## src/rtl/vx_commit_arbiter_pkg.sv

```systemverilog
// Shared definitions for the commit arbiter: source indices, bundle widths
// and the packed beat record that one execution unit presents per cycle.
package vx_commit_arbiter_pkg;

    localparam int NUM_REQS    = 5;
    localparam int NUM_THREADS = 4;
    localparam int NUM_WARPS   = 4;
    localparam int NW_BITS     = $clog2(NUM_WARPS);
    localparam int NR_BITS     = 6;
    localparam int UUID_BITS   = 44;
    localparam int SRC_BITS    = $clog2(NUM_REQS);
    localparam int DATA_BITS   = NUM_THREADS * 32;

    localparam logic [SRC_BITS-1:0] CMT_ALU = 3'd0;
    localparam logic [SRC_BITS-1:0] CMT_LSU = 3'd1;
    localparam logic [SRC_BITS-1:0] CMT_CSR = 3'd2;
    localparam logic [SRC_BITS-1:0] CMT_FPU = 3'd3;
    localparam logic [SRC_BITS-1:0] CMT_GPU = 3'd4;

    typedef struct packed {
        logic [UUID_BITS-1:0]   uuid;
        logic [NW_BITS-1:0]     wid;
        logic [NUM_THREADS-1:0] tmask;
        logic [31:0]            PC;
        logic [NR_BITS-1:0]     rd;
        logic                   wb;
        logic                   eop;
        logic [DATA_BITS-1:0]   data;
    } cmt_beat_t;

endpackage

```

## src/rtl/vx_rr_lock_arbiter.sv

```systemverilog
// Round-robin selector with an instruction lock: once a source delivers a
// non-final beat, it stays the only candidate until its final beat fires.
module vx_rr_lock_arbiter #(
    parameter int N = 5,
    localparam int IW = $clog2(N)
) (
    input  logic          clk,
    input  logic          reset,
    input  logic [N-1:0]  req_valid,
    input  logic          fire,
    input  logic          fire_eop,
    output logic [IW-1:0] cand,
    output logic          cand_valid
);

    localparam int PW = IW + 1;

    logic [IW-1:0] rr_ptr;
    logic [IW-1:0] lock_src;
    logic          lock_valid;
    logic [PW-1:0] probe;

    // Pick the locked source, or the first valid source at/after rr_ptr with wrap.
    always_comb begin
        cand       = lock_src;
        cand_valid = req_valid[lock_src];
        probe      = '0;
        if (!lock_valid) begin
            cand       = rr_ptr;
            cand_valid = 1'b0;
            for (int k = 0; k < N; k++) begin
                probe = {1'b0, rr_ptr} + PW'(k);
                if (probe >= PW'(N))
                    probe = probe - PW'(N);
                if (!cand_valid && req_valid[probe[IW-1:0]]) begin
                    cand       = probe[IW-1:0];
                    cand_valid = 1'b1;
                end
            end
        end
    end

    // Advance the pointer past a finished instruction, or lock onto a partial one.
    always_ff @(posedge clk or negedge reset) begin
        if (!reset) begin
            rr_ptr     <= '0;
            lock_valid <= 1'b0;
            lock_src   <= '0;
        end else if (fire) begin
            if (fire_eop) begin
                lock_valid <= 1'b0;
                rr_ptr     <= (cand == IW'(N - 1)) ? '0 : cand + 1'b1;
            end else begin
                lock_valid <= 1'b1;
                lock_src   <= cand;
            end
        end
    end

endmodule

```

## src/rtl/vx_commit_arbiter.sv

```systemverilog
// Commit arbiter: serialises the five execution-unit result streams onto the
// single GPR writeback port through one registered ready/valid stage.
// Optional build macro VX_COMMIT_PERF_EN adds perf_commits/perf_stalls counters.
module vx_commit_arbiter
    import vx_commit_arbiter_pkg::*;
(
    input  logic                            clk,
    input  logic                            reset,
    input  logic [NUM_REQS-1:0]             cmt_valid,
    output logic [NUM_REQS-1:0]             cmt_ready,
    input  logic [NUM_REQS*UUID_BITS-1:0]   cmt_uuid,
    input  logic [NUM_REQS*NW_BITS-1:0]     cmt_wid,
    input  logic [NUM_REQS*NUM_THREADS-1:0] cmt_tmask,
    input  logic [NUM_REQS*32-1:0]          cmt_PC,
    input  logic [NUM_REQS*NR_BITS-1:0]     cmt_rd,
    input  logic [NUM_REQS-1:0]             cmt_wb,
    input  logic [NUM_REQS-1:0]             cmt_eop,
    input  logic [NUM_REQS*DATA_BITS-1:0]   cmt_data,
    output logic                            wb_valid,
    input  logic                            wb_ready,
    output logic [UUID_BITS-1:0]            wb_uuid,
    output logic [NW_BITS-1:0]              wb_wid,
    output logic [NUM_THREADS-1:0]          wb_tmask,
    output logic [31:0]                     wb_PC,
    output logic [NR_BITS-1:0]              wb_rd,
    output logic                            wb_eop,
    output logic [DATA_BITS-1:0]            wb_data,
    output logic [SRC_BITS-1:0]             wb_src
`ifdef VX_COMMIT_PERF_EN
    ,
    output logic [63:0]                     perf_commits,
    output logic [63:0]                     perf_stalls
`endif
);

    cmt_beat_t           beats [NUM_REQS];
    cmt_beat_t           sel;
    logic [SRC_BITS-1:0] cand;
    logic                cand_valid;
    logic                can_accept;
    logic                grant;

    for (genvar g = 0; g < NUM_REQS; g++) begin : g_unpack
        assign beats[g] = {cmt_uuid[g*UUID_BITS +: UUID_BITS],
                           cmt_wid[g*NW_BITS +: NW_BITS],
                           cmt_tmask[g*NUM_THREADS +: NUM_THREADS],
                           cmt_PC[g*32 +: 32],
                           cmt_rd[g*NR_BITS +: NR_BITS],
                           cmt_wb[g],
                           cmt_eop[g],
                           cmt_data[g*DATA_BITS +: DATA_BITS]};
    end

    vx_rr_lock_arbiter #(
        .N (NUM_REQS)
    ) u_arb (
        .clk        (clk),
        .reset      (reset),
        .req_valid  (cmt_valid),
        .fire       (grant),
        .fire_eop   (sel.eop),
        .cand       (cand),
        .cand_valid (cand_valid)
    );

    assign sel        = beats[cand];
    assign can_accept = !wb_valid || wb_ready;
    // Beats that do not write rd never need the output stage, so they bypass backpressure.
    assign grant      = cand_valid && (sel.wb ? can_accept : 1'b1);

    // Only the candidate source can see ready.
    always_comb begin
        cmt_ready       = '0;
        cmt_ready[cand] = grant;
    end

    // Output stage: load an accepted writing beat, otherwise drain when the GPR port takes it.
    always_ff @(posedge clk or negedge reset) begin
        if (!reset) begin
            wb_valid <= 1'b0;
            wb_uuid  <= '0;
            wb_wid   <= '0;
            wb_tmask <= '0;
            wb_PC    <= '0;
            wb_rd    <= '0;
            wb_eop   <= 1'b0;
            wb_data  <= '0;
            wb_src   <= '0;
        end else if (grant && sel.wb) begin
            wb_valid <= 1'b1;
            wb_uuid  <= sel.uuid;
            wb_wid   <= sel.wid;
            wb_tmask <= sel.tmask;
            wb_PC    <= sel.PC;
            wb_rd    <= sel.rd;
            wb_eop   <= sel.eop;
            wb_data  <= sel.data;
            wb_src   <= cand;
        end else if (wb_ready) begin
            wb_valid <= 1'b0;
        end
    end

`ifdef VX_COMMIT_PERF_EN
    // Count finished instructions and cycles where pending results could not move.
    always_ff @(posedge clk or negedge reset) begin
        if (!reset) begin
            perf_commits <= '0;
            perf_stalls  <= '0;
        end else begin
            if (grant && sel.eop)
                perf_commits <= perf_commits + 64'd1;
            if ((|cmt_valid) && !grant)
                perf_stalls <= perf_stalls + 64'd1;
        end
    end
`endif

endmodule

```

## config.mk

```make
export PLATFORM = sky130hd
export DESIGN_NAME = vx_commit_arbiter
export DESIGN_NICKNAME = d
export VERILOG_FILES = /design/src/rtl/vx_commit_arbiter_pkg.sv /design/src/rtl/vx_rr_lock_arbiter.sv /design/src/rtl/vx_commit_arbiter.sv
export SDC_FILE = /design/constraint.sdc
export NUM_CORES = 1
export LEC_CHECK = 0
export CORE_AREA = 2 2 511 513
export DETAILED_ROUTE_END_ITERATION = 8
export DIE_AREA = 0 0 513 515
export PLACE_DENSITY = 0.3
export SETUP_SLACK_MARGIN = 0.3
export SYNTH_ARGS = -nofsm -noshare
export SYNTH_HDL_FRONTEND = slang
export SYNTH_HIERARCHICAL = 1
export SYNTH_SLANG_ARGS = --single-unit
export TNS_END_PERCENT = 1
```

## constraint.sdc

```tcl
create_clock -name clk -period 7.3 [get_ports clk]
set_input_delay 1.46 -clock clk [delete_from_list [all_inputs] [get_ports clk]]
set_output_delay 1.46 -clock clk [all_outputs]
set_load 0.01 [all_outputs]
```

==> flow_metrics.tcl <==
set metrics [dict create \
    grt_pass1_vias 23200 \
    h-tree-depth 2 \
    slew_viol_final 0 \
    cp-start-kind "register" \
    power_density_mw_per_mm2 587 \
    cts_buffers 40 \
    yosys_warnings 6 \
    synth_cell_type_count 71 \
    cpPeakStageDelay_ns 0.64 \
    cts_sinks 228 \
    clockPowerShare_pct 9.0 \
    timing.rr.start "u_arb/rr_ptr[2]" \
    critPathRequiredTime_ns 5.84 \
    path_delay_family "compound AO/OA/AOI/OAI gates" \
    min_to "wb_PC[26]" \
    synthesis.area_per_instance_um2 9.96 \
    arrival_ns 5.44 \
    drc 0 \
    r2r_end "wb_data[78]" \
    wl_per_cell_um 27.6 \
    hp-start "wb_PC[26]" \
    drt_first_pass_iters 5 \
    fmax_mhz 145 \
    r2r_slack_ns 1.19 \
    postRouteAntennaNets 0 \
    viasPerCell 3.27 \
    die-area_mm2 0.264 \
    hold-path-cell-count 1 \
    p_leak_nw 13.2 \
    p_comb_share_pct 80.6 \
    io_buffers 1323 \
    hpwlAfterDp_mm 153 \
    tritoncts "yes" \
    pin_count 1324 \
    wl_met3_mm 17.3 \
    fp.dieW_um 513 \
    final_nets 4296 \
    vdd_drop_max_mv 0.503 \
    root_buffer "clkbuf_16" \
    status "completed" \
    insertion_delay_ns 0.65 \
    finalSetupTns_ns 0 \
    clock_skew_ns 0.0365 \
    relSlewSlack_pct 25.9 \
    seqPwrFrac_pct 10.3 \
    switchingPower_w 0.0116 \
    syn2layout_area_growth_pct 97.6 \
    syn_nets 3048 \
    yosys_register_bits 228 \
    cap_violations 0 \
    power_w 0.0224 \
    cp-end-kind "output port" \
    cp_cell_sequence "inv_2, ha_1, inv_1, fa_1, mux2i_1, nor3_1, o311a_1, o21a_1, or2_2, o221ai_1, o221a_4, or2_1, inv_8, nand2b_1, buf_4, a2111oi_1, clkdlybuf4s50_1" \
    initial_utilization_pct 7.47 \
    slowest_stage "clkdlybuf4s50_1" \
    syn_area_mm2 0.0193 \
    rows 187 \
    finalCritPeriodShare_pct 94.6 \
    reg2reg_depth 17 \
    core_mm2 0.259 \
    wl_met1_mm 68.8 \
    nFillCells 29100 \
    gp_congestion 0.850 \
    grt_max_degree 136 \
    synthTopCellsByArea "dfrtp_1 30%, mux2_4 15%, mux2_2 14%" \
    regArea_mm2 0.00571 \
    drt_iter0_drc 1059 \
    hold_violations 0 \
    path_clk_slew_ns 0.06 \
    async_flop_share_pct 100 \
    antenna_found_initial 108 \
    yosys-top-cells-count "242 x mux2_2, 228 x dfrtp_1, 225 x o21ai_0, 222 x a21oi_1, 219 x nor3b_1" \
    synth_edf_count 0 \
    grt_usage_pct 13.2 \
    yosysSeqAreaShare_pct 29.5 \
    intPower_w 0.0109 \
    yosys.area.top_type "dfrtp_1" \
    ys.flop_type "dfrtp_1" \
    critical_path_class "register to output port" \
    dieHeight_um 515 \
    multiInputGateArea_mm2 0.0125 \
    grt_overflow 0 \
    drive_gt1_share_pct 19.1 \
    vias 21700 \
    finalCriticalPeriod_ns 6.90 \
    hold_class "register to register" \
    synthCells 1939 \
    finalSetupViolCount 0 \
    rsz0062_at_grt "true" \
    yosysMostFrequentCell "mux2_2" \
    worst_pin_slew_ns 1.11 \
    top_layer "met5" \
    swShare_pct 51.6 \
    ctsHoldBuffers 0 \
    critPathBufInv 5 \
    cts_buffer_depth 3 \
    wl_met2_mm 92.3 \
    path_max_fanout 10 \
    synth_top_area_share_pct 29.5 \
    wl_mm 183 \
    grt_first_pass_wirelength_mm 234 \
]
## registers in the layout, summed over array words and instances (netlist names)
register / count
wb_valid: 1
wb_wid: 2
wb_eop: 1
u_arb/rr_ptr: 3
wb_src: 3
wb_data: 128
wb_PC: 32
u_arb/lock_src: 3
wb_rd: 6
wb_uuid: 44
u_arb/lock_valid: 1
wb_tmask: 4
## layout by cell type, fill, tap and decap left out, types with 3 or more instances in the layout
master           Yosys  layout
a22oi_1            217     217
clkbuf_8             0       6
clkbuf_16            0      41
buf_12               0      25
a211oi_1             5       5
inv_1               18      17
clkbuf_1            82       5
nand2b_1             8       8
a21o_1               3       3
a31oi_1              4       4
diode_2              0      24
mux4_2               3       3
mux2i_1              4       4
clkdlybuf4s50_1      0    1318
dlymetal6s2s_1       0       3
or3_1                4       4
clkinv_2             0       5
a21oi_1            222     222
o21ai_0            225     225
ha_1                10      10
nor2_1              20      20
mux2_4             198     198
and2_1               3       3
mux2_2             242     242
xnor2_1              5       5
buf_4                2      61
a2111oi_0            4       3
nor2b_1              6       6
dfrtp_1            228     228
o31ai_1              4       4
a211o_1              4       4
clkinvlp_4           0       8
o21a_1               4       4
nand2_1             18      18
o21ai_1              3       3
nor3b_1            219     217
nor3_1               7       7
## power groups by stage
stage	Sequential, W	Clock [W]	Combinational, W
3_3_place_gp	0.00235	0	0.0185
6_report	0.00232	0.00203	0.0181
4_1_cts	0.00233	0.00218	0.0186
2_1_floorplan	0.00245	0	0.0108
3_5_place_dp	0.00234	0	0.0185
5_1_grt	0.00240	0.00220	0.0195
## what timing repair did
| item | 4_1_cts | 5_1_grt |
|---|---|---|
| setup buffers | 0 | 2 |
| setup endpoints to repair | 5 | 5 |
| gates resized for setup | 1 | 8 |
## per-stage QoR
step           std cells  utilization (%)  hold slack [ns]  instance area (um^2)  setup WS, ns
2_1_floorplan       1939                -            0.492                 19300          1.10
3_3_place_gp        6545             14.2            0.491                 36800        0.0449
3_5_place_dp        6545             14.2            0.491                 36800         0.154
4_1_cts             6615             14.7            0.509                 38100         0.118
5_1_grt             6625             14.7            0.521                 38100        0.0356
6_report            6641             14.8            0.505                 38200         0.396
## worst max path at each step
stage | from | endpoint | slack, ns | cells past startpoint
5_1_grt | u_arb/rr_ptr[1] | cmt_ready[2] | 0.04 | 17
4_1_cts | u_arb/rr_ptr[1] | cmt_ready[4] | 0.12 | 18
2_1_floorplan | u_arb/rr_ptr[0] | cmt_ready[1] | 1.10 | 19
6_report | u_arb/rr_ptr[0] | cmt_ready[2] | 0.40 | 17
3_3_place_gp | cmt_valid[0] | cmt_ready[4] | 0.04 | 15
3_5_place_dp | cmt_valid[1] | cmt_ready[0] | 0.15 | 15
## cells by family (layout without fill, tap and decap cells)
family / after synthesis / in the layout / synth area share, %
AO/OA/AOI/OAI: 722 / 722 / 22.7
multiplexers: 448 / 448 / 30.1
AND/OR/NAND/NOR: 301 / 301 / 10.8
flip-flops: 228 / 228 / 29.5
buffers and inverters: 223 / 1499 / 5.80
adder cells (fa/ha/maj): 11 / 11 / 0.751
XOR/XNOR: 6 / 6 / 0.272
other: 0 / 24 / 0
## routing by layer
layer | track usage (%) | vias up
li1 | - | 9930
met1 | 14.2 | 10400
met2 | 23.9 | 1090
met3 | 5.62 | 245
met4 | 3.02 | 88
met5 | 0 | -
## cell type report
cell class,instances,area share [%]
Clock buffer,52,2.95
Sequential cell,228,14.9
Inverter,20,0.236
Antenna cell,24,0.157
Clock inverter,18,0.449
Timing Repair Buffer,1409,37.2
Tap cell,3402,11.2
Multi-Input combinational cell,1488,32.9
Power figures use the tool's default switching activity.
